<file path="src/rtl/cpu_out_display.sv">
// Latches the CPU output byte, converts it to 3-digit BCD with a sequential
// double-dabble engine and scans it onto a 4-digit active-low 7-segment display.
module cpu_out_display #(
  parameter int REFRESH_DIV = 50000
) (
  input  logic        boardCLK,
  input  logic        reset,
  input  logic [7:0]  cpuOut,
  input  logic        signedMode,
  output logic [6:0]  seg,
  output logic        dp,
  output logic [3:0]  an,
  output logic [11:0] bcdOut,
  output logic        negOut,
  output logic        busy
);

  localparam int CW = (REFRESH_DIV > 2) ? $clog2(REFRESH_DIV) : 1;
  localparam logic [6:0] SEG_BLANK = 7'b1111111;
  localparam logic [6:0] SEG_MINUS = 7'b0111111;

  typedef enum logic [1:0] {IDLE, CONVERT, COMMIT} state_t;

  state_t      state, state_nxt;
  logic [7:0]  cap_val;
  logic        cap_signed;
  logic        neg;
  logic [19:0] shift;
  logic [2:0]  iter;
  logic        changed, in_neg;
  logic [7:0]  mag;
  logic [19:0] adj;

  logic [CW-1:0] cnt;
  logic [1:0]    idx, idx_nxt;
  logic          wrap;
  logic [6:0]    seg_nxt;

  function automatic logic [6:0] seg_code(input logic [3:0] d);
    case (d)
      4'd0:    seg_code = 7'b1000000;
      4'd1:    seg_code = 7'b1111001;
      4'd2:    seg_code = 7'b0100100;
      4'd3:    seg_code = 7'b0110000;
      4'd4:    seg_code = 7'b0011001;
      4'd5:    seg_code = 7'b0010010;
      4'd6:    seg_code = 7'b0000010;
      4'd7:    seg_code = 7'b1111000;
      4'd8:    seg_code = 7'b0000000;
      4'd9:    seg_code = 7'b0010000;
      default: seg_code = SEG_BLANK;
    endcase
  endfunction

  always_comb begin
    changed = ({cpuOut, signedMode} != {cap_val, cap_signed});
    in_neg  = signedMode & cpuOut[7];
    mag     = in_neg ? (~cpuOut + 8'd1) : cpuOut;
    // add-3 correction on the three BCD nibbles before each shift
    adj = shift;
    for (int k = 2; k < 5; k++)
      if (shift[4*k +: 4] >= 4'd5) adj[4*k +: 4] = shift[4*k +: 4] + 4'd3;
  end

  always_comb begin
    state_nxt = state;
    case (state)
      IDLE:    if (changed) state_nxt = CONVERT;
      CONVERT: if (iter == 3'd7) state_nxt = COMMIT;
      COMMIT:  state_nxt = IDLE;
      default: state_nxt = IDLE;
    endcase
  end

  always_ff @(posedge boardCLK or negedge reset) begin
    if (!reset) state <= IDLE;
    else        state <= state_nxt;
  end

  always_ff @(posedge boardCLK or negedge reset) begin
    if (!reset) begin
      cap_val    <= '0;
      cap_signed <= 1'b0;
      neg        <= 1'b0;
      shift      <= '0;
      iter       <= '0;
      bcdOut     <= '0;
      negOut     <= 1'b0;
      busy       <= 1'b0;
    end else begin
      case (state)
        IDLE: if (changed) begin
          cap_val    <= cpuOut;
          cap_signed <= signedMode;
          neg        <= in_neg;
          shift      <= {12'b0, mag};
          iter       <= '0;
          busy       <= 1'b1;
        end
        CONVERT: begin
          shift <= {adj[18:0], 1'b0};
          iter  <= iter + 3'd1;
        end
        COMMIT: begin
          bcdOut <= shift[19:8];
          negOut <= neg;
          busy   <= 1'b0;
        end
        default: ;
      endcase
    end
  end

  // Digit scan: segments follow the committed value only
  always_comb begin
    wrap    = (cnt == CW'(REFRESH_DIV - 1));
    idx_nxt = wrap ? idx + 2'd1 : idx;
    case (idx_nxt)
      2'd0:    seg_nxt = seg_code(bcdOut[3:0]);
      2'd1:    seg_nxt = (bcdOut[11:4] == 8'd0) ? SEG_BLANK : seg_code(bcdOut[7:4]);
      2'd2:    seg_nxt = (bcdOut[11:8] == 4'd0) ? SEG_BLANK : seg_code(bcdOut[11:8]);
      default: seg_nxt = negOut ? SEG_MINUS : SEG_BLANK;
    endcase
  end

  always_ff @(posedge boardCLK or negedge reset) begin
    if (!reset) begin
      cnt <= '0;
      idx <= '0;
      an  <= 4'b1110;
      seg <= 7'b1000000;
    end else begin
      cnt <= wrap ? '0 : cnt + CW'(1);
      idx <= idx_nxt;
      an  <= ~(4'b0001 << idx_nxt);
      seg <= seg_nxt;
    end
  end

  assign dp = 1'b1;

endmodule

</file>
<file path="config.mk">
export PLATFORM = sky130hd
export DESIGN_NAME = cpu_out_display
export DESIGN_NICKNAME = d
export VERILOG_FILES = /design/src/rtl/cpu_out_display.sv
export SDC_FILE = /design/constraint.sdc
export NUM_CORES = 1
export LEC_CHECK = 0
export ABC_AREA = 1
export CAP_MARGIN = 20
export CORE_ASPECT_RATIO = 0.8
export CORE_MARGIN = 1.5
export CORE_UTILIZATION = 41
export CTS_CLUSTER_DIAMETER = 60
export DETAILED_ROUTE_END_ITERATION = 10
export PLACE_DENSITY = 0.57
export SYNTH_ARGS = -nofsm -noshare
export SYNTH_HDL_FRONTEND = slang
export SYNTH_SLANG_ARGS = --single-unit
export TNS_END_PERCENT = 30
</file>
<file path="constraint.sdc">
create_clock -name boardCLK -period 2.45 [get_ports boardCLK]
set_input_delay 0.735 -clock boardCLK [delete_from_list [all_inputs] [get_ports boardCLK]]
set_output_delay 0.735 -clock boardCLK [all_outputs]
set_load 0.01 [all_outputs]
</file>
==> metrics, run 1 <==
outcome=complete, no violations; Most used DFF post-synth=dfrtp_1; initial drt markers=179; Fin. Hold Viols=0; Worst Path Required=1.71 ns; Worst-path clk slew=0.05 ns; clk_lat worst skew=0.33 ns; setup TNS=0 ns; crit-path cells=clkdlybuf4s50_1; clock root cell=clkbuf_16; largest cells by area after synthesis=dfrtp_1, nand2_1, ha_1; unrepaired setup endpoints after global routing=false; Cell Count, Final, Fillers Out=770; Ys Warns=0; relative max-transition margin=53.2%; initial antenna violation count=0; Slew @ Worst Pin=0.700 ns; Setup Skew=0.00620 ns; max-cap violation count=0; max-slew violation count=0; clk sinks=78; IO Count=37; Syn Inst Count=584; area of the multi-input gates=2140 µm²; register area=1960 µm²; Area growth syn-to-layout=19.6%; Placeable Area=10400 µm²; total CTS buffers=9; NumNets Final=663; first-pass GRT wire length=16200 µm; class of the worst hold path=input pin to asynchronous set/reset pin; vias in the first global route=3388; Reg-to-Reg End=seg[4]; Vias=3699; post_cts resized=0; Netlist cell types=33; Total Wirelength=9500 µm; EDFF count, synth=0; final setup fails=0; Post-Syn Area=4470 µm²; largest net degree at the start of global routing=47; final setup margin=0.298 ns; row cnt=33; GPL Wtd Cong=0.911; Die Width=120 µm; syn avg cell area=7.66 µm²; worst slack at placement=0.103 ns; ant diodes=0; DRC Markers=0; area of the die=11500 µm²; R2R cell count=9; Die Y=96.4 µm; worst vdd ir=498 µV; post-synth top area cell=dfrtp_1; ANT nets after route=0; Pwr per Cell Area=1170 nW/µm²; worst r2r src=cnt[0]; Critical path origin=bcdOut[2]; GRT Total Usage=17.7%; fin crit share=87.8%; remaining global-route overflow=0; placed insts=755; WP data arrival=1.42 ns; CTS tree=built; First-pass DRT Iterations=5; critical path class=flip-flop to output port; post-placement cell area=5000 µm²; Filler Cells Inserted=1000; min Tclk post-route=2.15 ns; slowest library cell on the worst path=clkdlybuf4s50_1; Worst path max stage delay=0.59 ns; syn nets=621; Async SR Flop Fraction=100%; Leakage=2.72 nW; Critical path buffers and inverters=1; Max Clk Rate=465 MHz; Seq/Total Area, Yosys=43.8%; IO buf count=35; post-route cell area=5350 µm²; top cell type's share of synthesized area=41.4%; hold buffers post-CTS=0; Crit. End Element=output port; synthesis-stage register bit count=78; H-tree Lvls=3; CTS Buffer Depth=2; hpwl dp=7020 µm; Post-CTS Setup Inserts=0; CP Launch Type=flip-flop; Vias/cell=4.80; worst-path fanout max=8; Reg2Reg Setup Slack=0.67 ns; Starting Density=42.8%; layout cells sized above 1=6.67%; Routed wire per std cell=12.3 µm; crit-path leading delay family=buffers and inverters
[cells in the mapped netlist, types with 2 or more instances]
cell type,n
a21oi_1,25
buf_2,2
buf_4,5
clkbuf_1,4
dfrtp_1,74
dfstp_2,4
ha_1,26
inv_1,76
inv_2,2
nand2_1,153
nand3_1,61
nand4_1,6
nor2_1,41
nor2_2,5
nor2_4,3
nor3_1,4
o211ai_1,2
o21ai_0,52
o21ai_1,10
o22ai_1,2
or2_2,2
xnor2_1,2
xor2_1,13
[registers in the layout (all words and copies together) (netlist names)]
| register | flops |
|---|---|
| an | 4 |
| bcdOut | 12 |
| busy | 1 |
| cap_signed | 1 |
| cap_val | 8 |
| cnt | 16 |
| idx | 2 |
| iter | 3 |
| neg | 1 |
| negOut | 1 |
| seg | 7 |
| shift | 20 |
| state | 2 |
[how the worst max path moves through the flow]
stage / endpoint / slack [ns] / cells past startpoint
finish: bcdOut[2] / 0.30 / 1
global route: bcdOut[0] / 0.25 / 1
CTS: bcdOut[2] / 0.29 / 1
detailed placement: shift[2] / 0.10 / 10
global placement: shift[6] / 0.14 / 10
floorplan: shift[1] / 0.80 / 9
[metal layers]
metal,global-route usage (%),routed length [µm],vias up
li1,-,-,1952
met1,26.0,5100,1663
met2,25.9,3900,70
met3,3.99,390,14
met4,5.65,104,0
met5,0,0,-
[logic make-up (layout without fill, tap and decap cells)]
group,after synthesis,after routing,synth area share [%]
other,1,1,0.0839
and+or+nand+nor,280,280,27.1
buffers and inverters,92,138,8.37
xor gates and xnor gates,15,15,2.94
DFF,78,78,43.8
adders and majority gates,26,26,7.28
AOI/OAI and AO/OA,92,92,10.5
[layout make-up]
| class | instances | share of cell area (%) |
|---|---|---|
| Multi-Input combinational cell | 414 | 40.0 |
| Sequential cell | 78 | 36.6 |
| Timing Repair Buffer | 44 | 8.00 |
| Inverter | 79 | 5.54 |
| Clock buffer | 11 | 4.35 |
| Tap cell | 140 | 3.27 |
| Clock inverter | 4 | 2.25 |
[report_power, final]
group / switching [mW] / internal (mW) / total (mW)
sequential: 0.399 / 1.73 / 2.13
combinational: 1.47 / 1.08 / 2.55
clock: 0.489 / 1.09 / 1.58
total: 2.36 / 3.90 / 6.26
[metrics by stage]
stage | total power, mW | hold slack, ns | util [%]
6_report | 6.26 | 0.405 | 51.2
5_1_grt | 6.85 | 0.443 | 51.2
2_1_floorplan | 3.81 | 0.430 | -
3_5_place_dp | 4.70 | 0.462 | 47.8
4_1_cts | 6.32 | 0.416 | 51.2
3_3_place_gp | 4.65 | 0.449 | 47.8
[placed cells by master (no fill, tap or decap), types with 2 or more instances in the layout]
| cell | count |
|---|---|
| nor2_2 | 5 |
| dfstp_2 | 4 |
| xnor2_1 | 2 |
| o21ai_0 | 52 |
| o21ai_1 | 10 |
| clkbuf_16 | 9 |
| xor2_1 | 13 |
| nand3_1 | 61 |
| bufinv_16 | 4 |
| inv_1 | 76 |
| nand4_1 | 6 |
| dfrtp_1 | 74 |
| nor2_1 | 41 |
| a21oi_1 | 25 |
| nand2_1 | 153 |
| nor3_1 | 4 |
| nor2_4 | 3 |
| o211ai_1 | 2 |
| or2_2 | 2 |
| inv_2 | 2 |
| ha_1 | 26 |
| clkbuf_1 | 2 |
| buf_4 | 9 |
| o22ai_1 | 2 |
| clkdlybuf4s50_1 | 34 |
Power figures use the tool's default switching activity.
==> run 2, diff against run 1 <==
--- a/config.mk
+++ b/config.mk
@@ -13,6 +13,7 @@
 export CTS_CLUSTER_DIAMETER = 60
 export DETAILED_ROUTE_END_ITERATION = 10
 export PLACE_DENSITY = 0.57
+export SETUP_SLACK_MARGIN = 0.05
 export SYNTH_ARGS = -nofsm -noshare
 export SYNTH_HDL_FRONTEND = slang
 export SYNTH_SLANG_ARGS = --single-unit
==> results of run 2 <==
Same layout as run 1: the final DEF is identical, and so are final timing and power.
==> run 3, diff against run 2 <==
--- a/config.mk
+++ b/config.mk
@@ -6,7 +6,6 @@
 export NUM_CORES = 1
 export LEC_CHECK = 0
 export ABC_AREA = 1
-export CAP_MARGIN = 20
 export CORE_ASPECT_RATIO = 0.8
 export CORE_MARGIN = 1.5
 export CORE_UTILIZATION = 41
@@ -14,6 +13,7 @@
 export DETAILED_ROUTE_END_ITERATION = 10
 export PLACE_DENSITY = 0.57
 export SETUP_SLACK_MARGIN = 0.05
+export SKIP_CTS_REPAIR_TIMING = 1
 export SYNTH_ARGS = -nofsm -noshare
 export SYNTH_HDL_FRONTEND = slang
 export SYNTH_SLANG_ARGS = --single-unit
==> results of run 3 <==
Same layout as run 1: the final DEF is identical, and so are final timing and power.
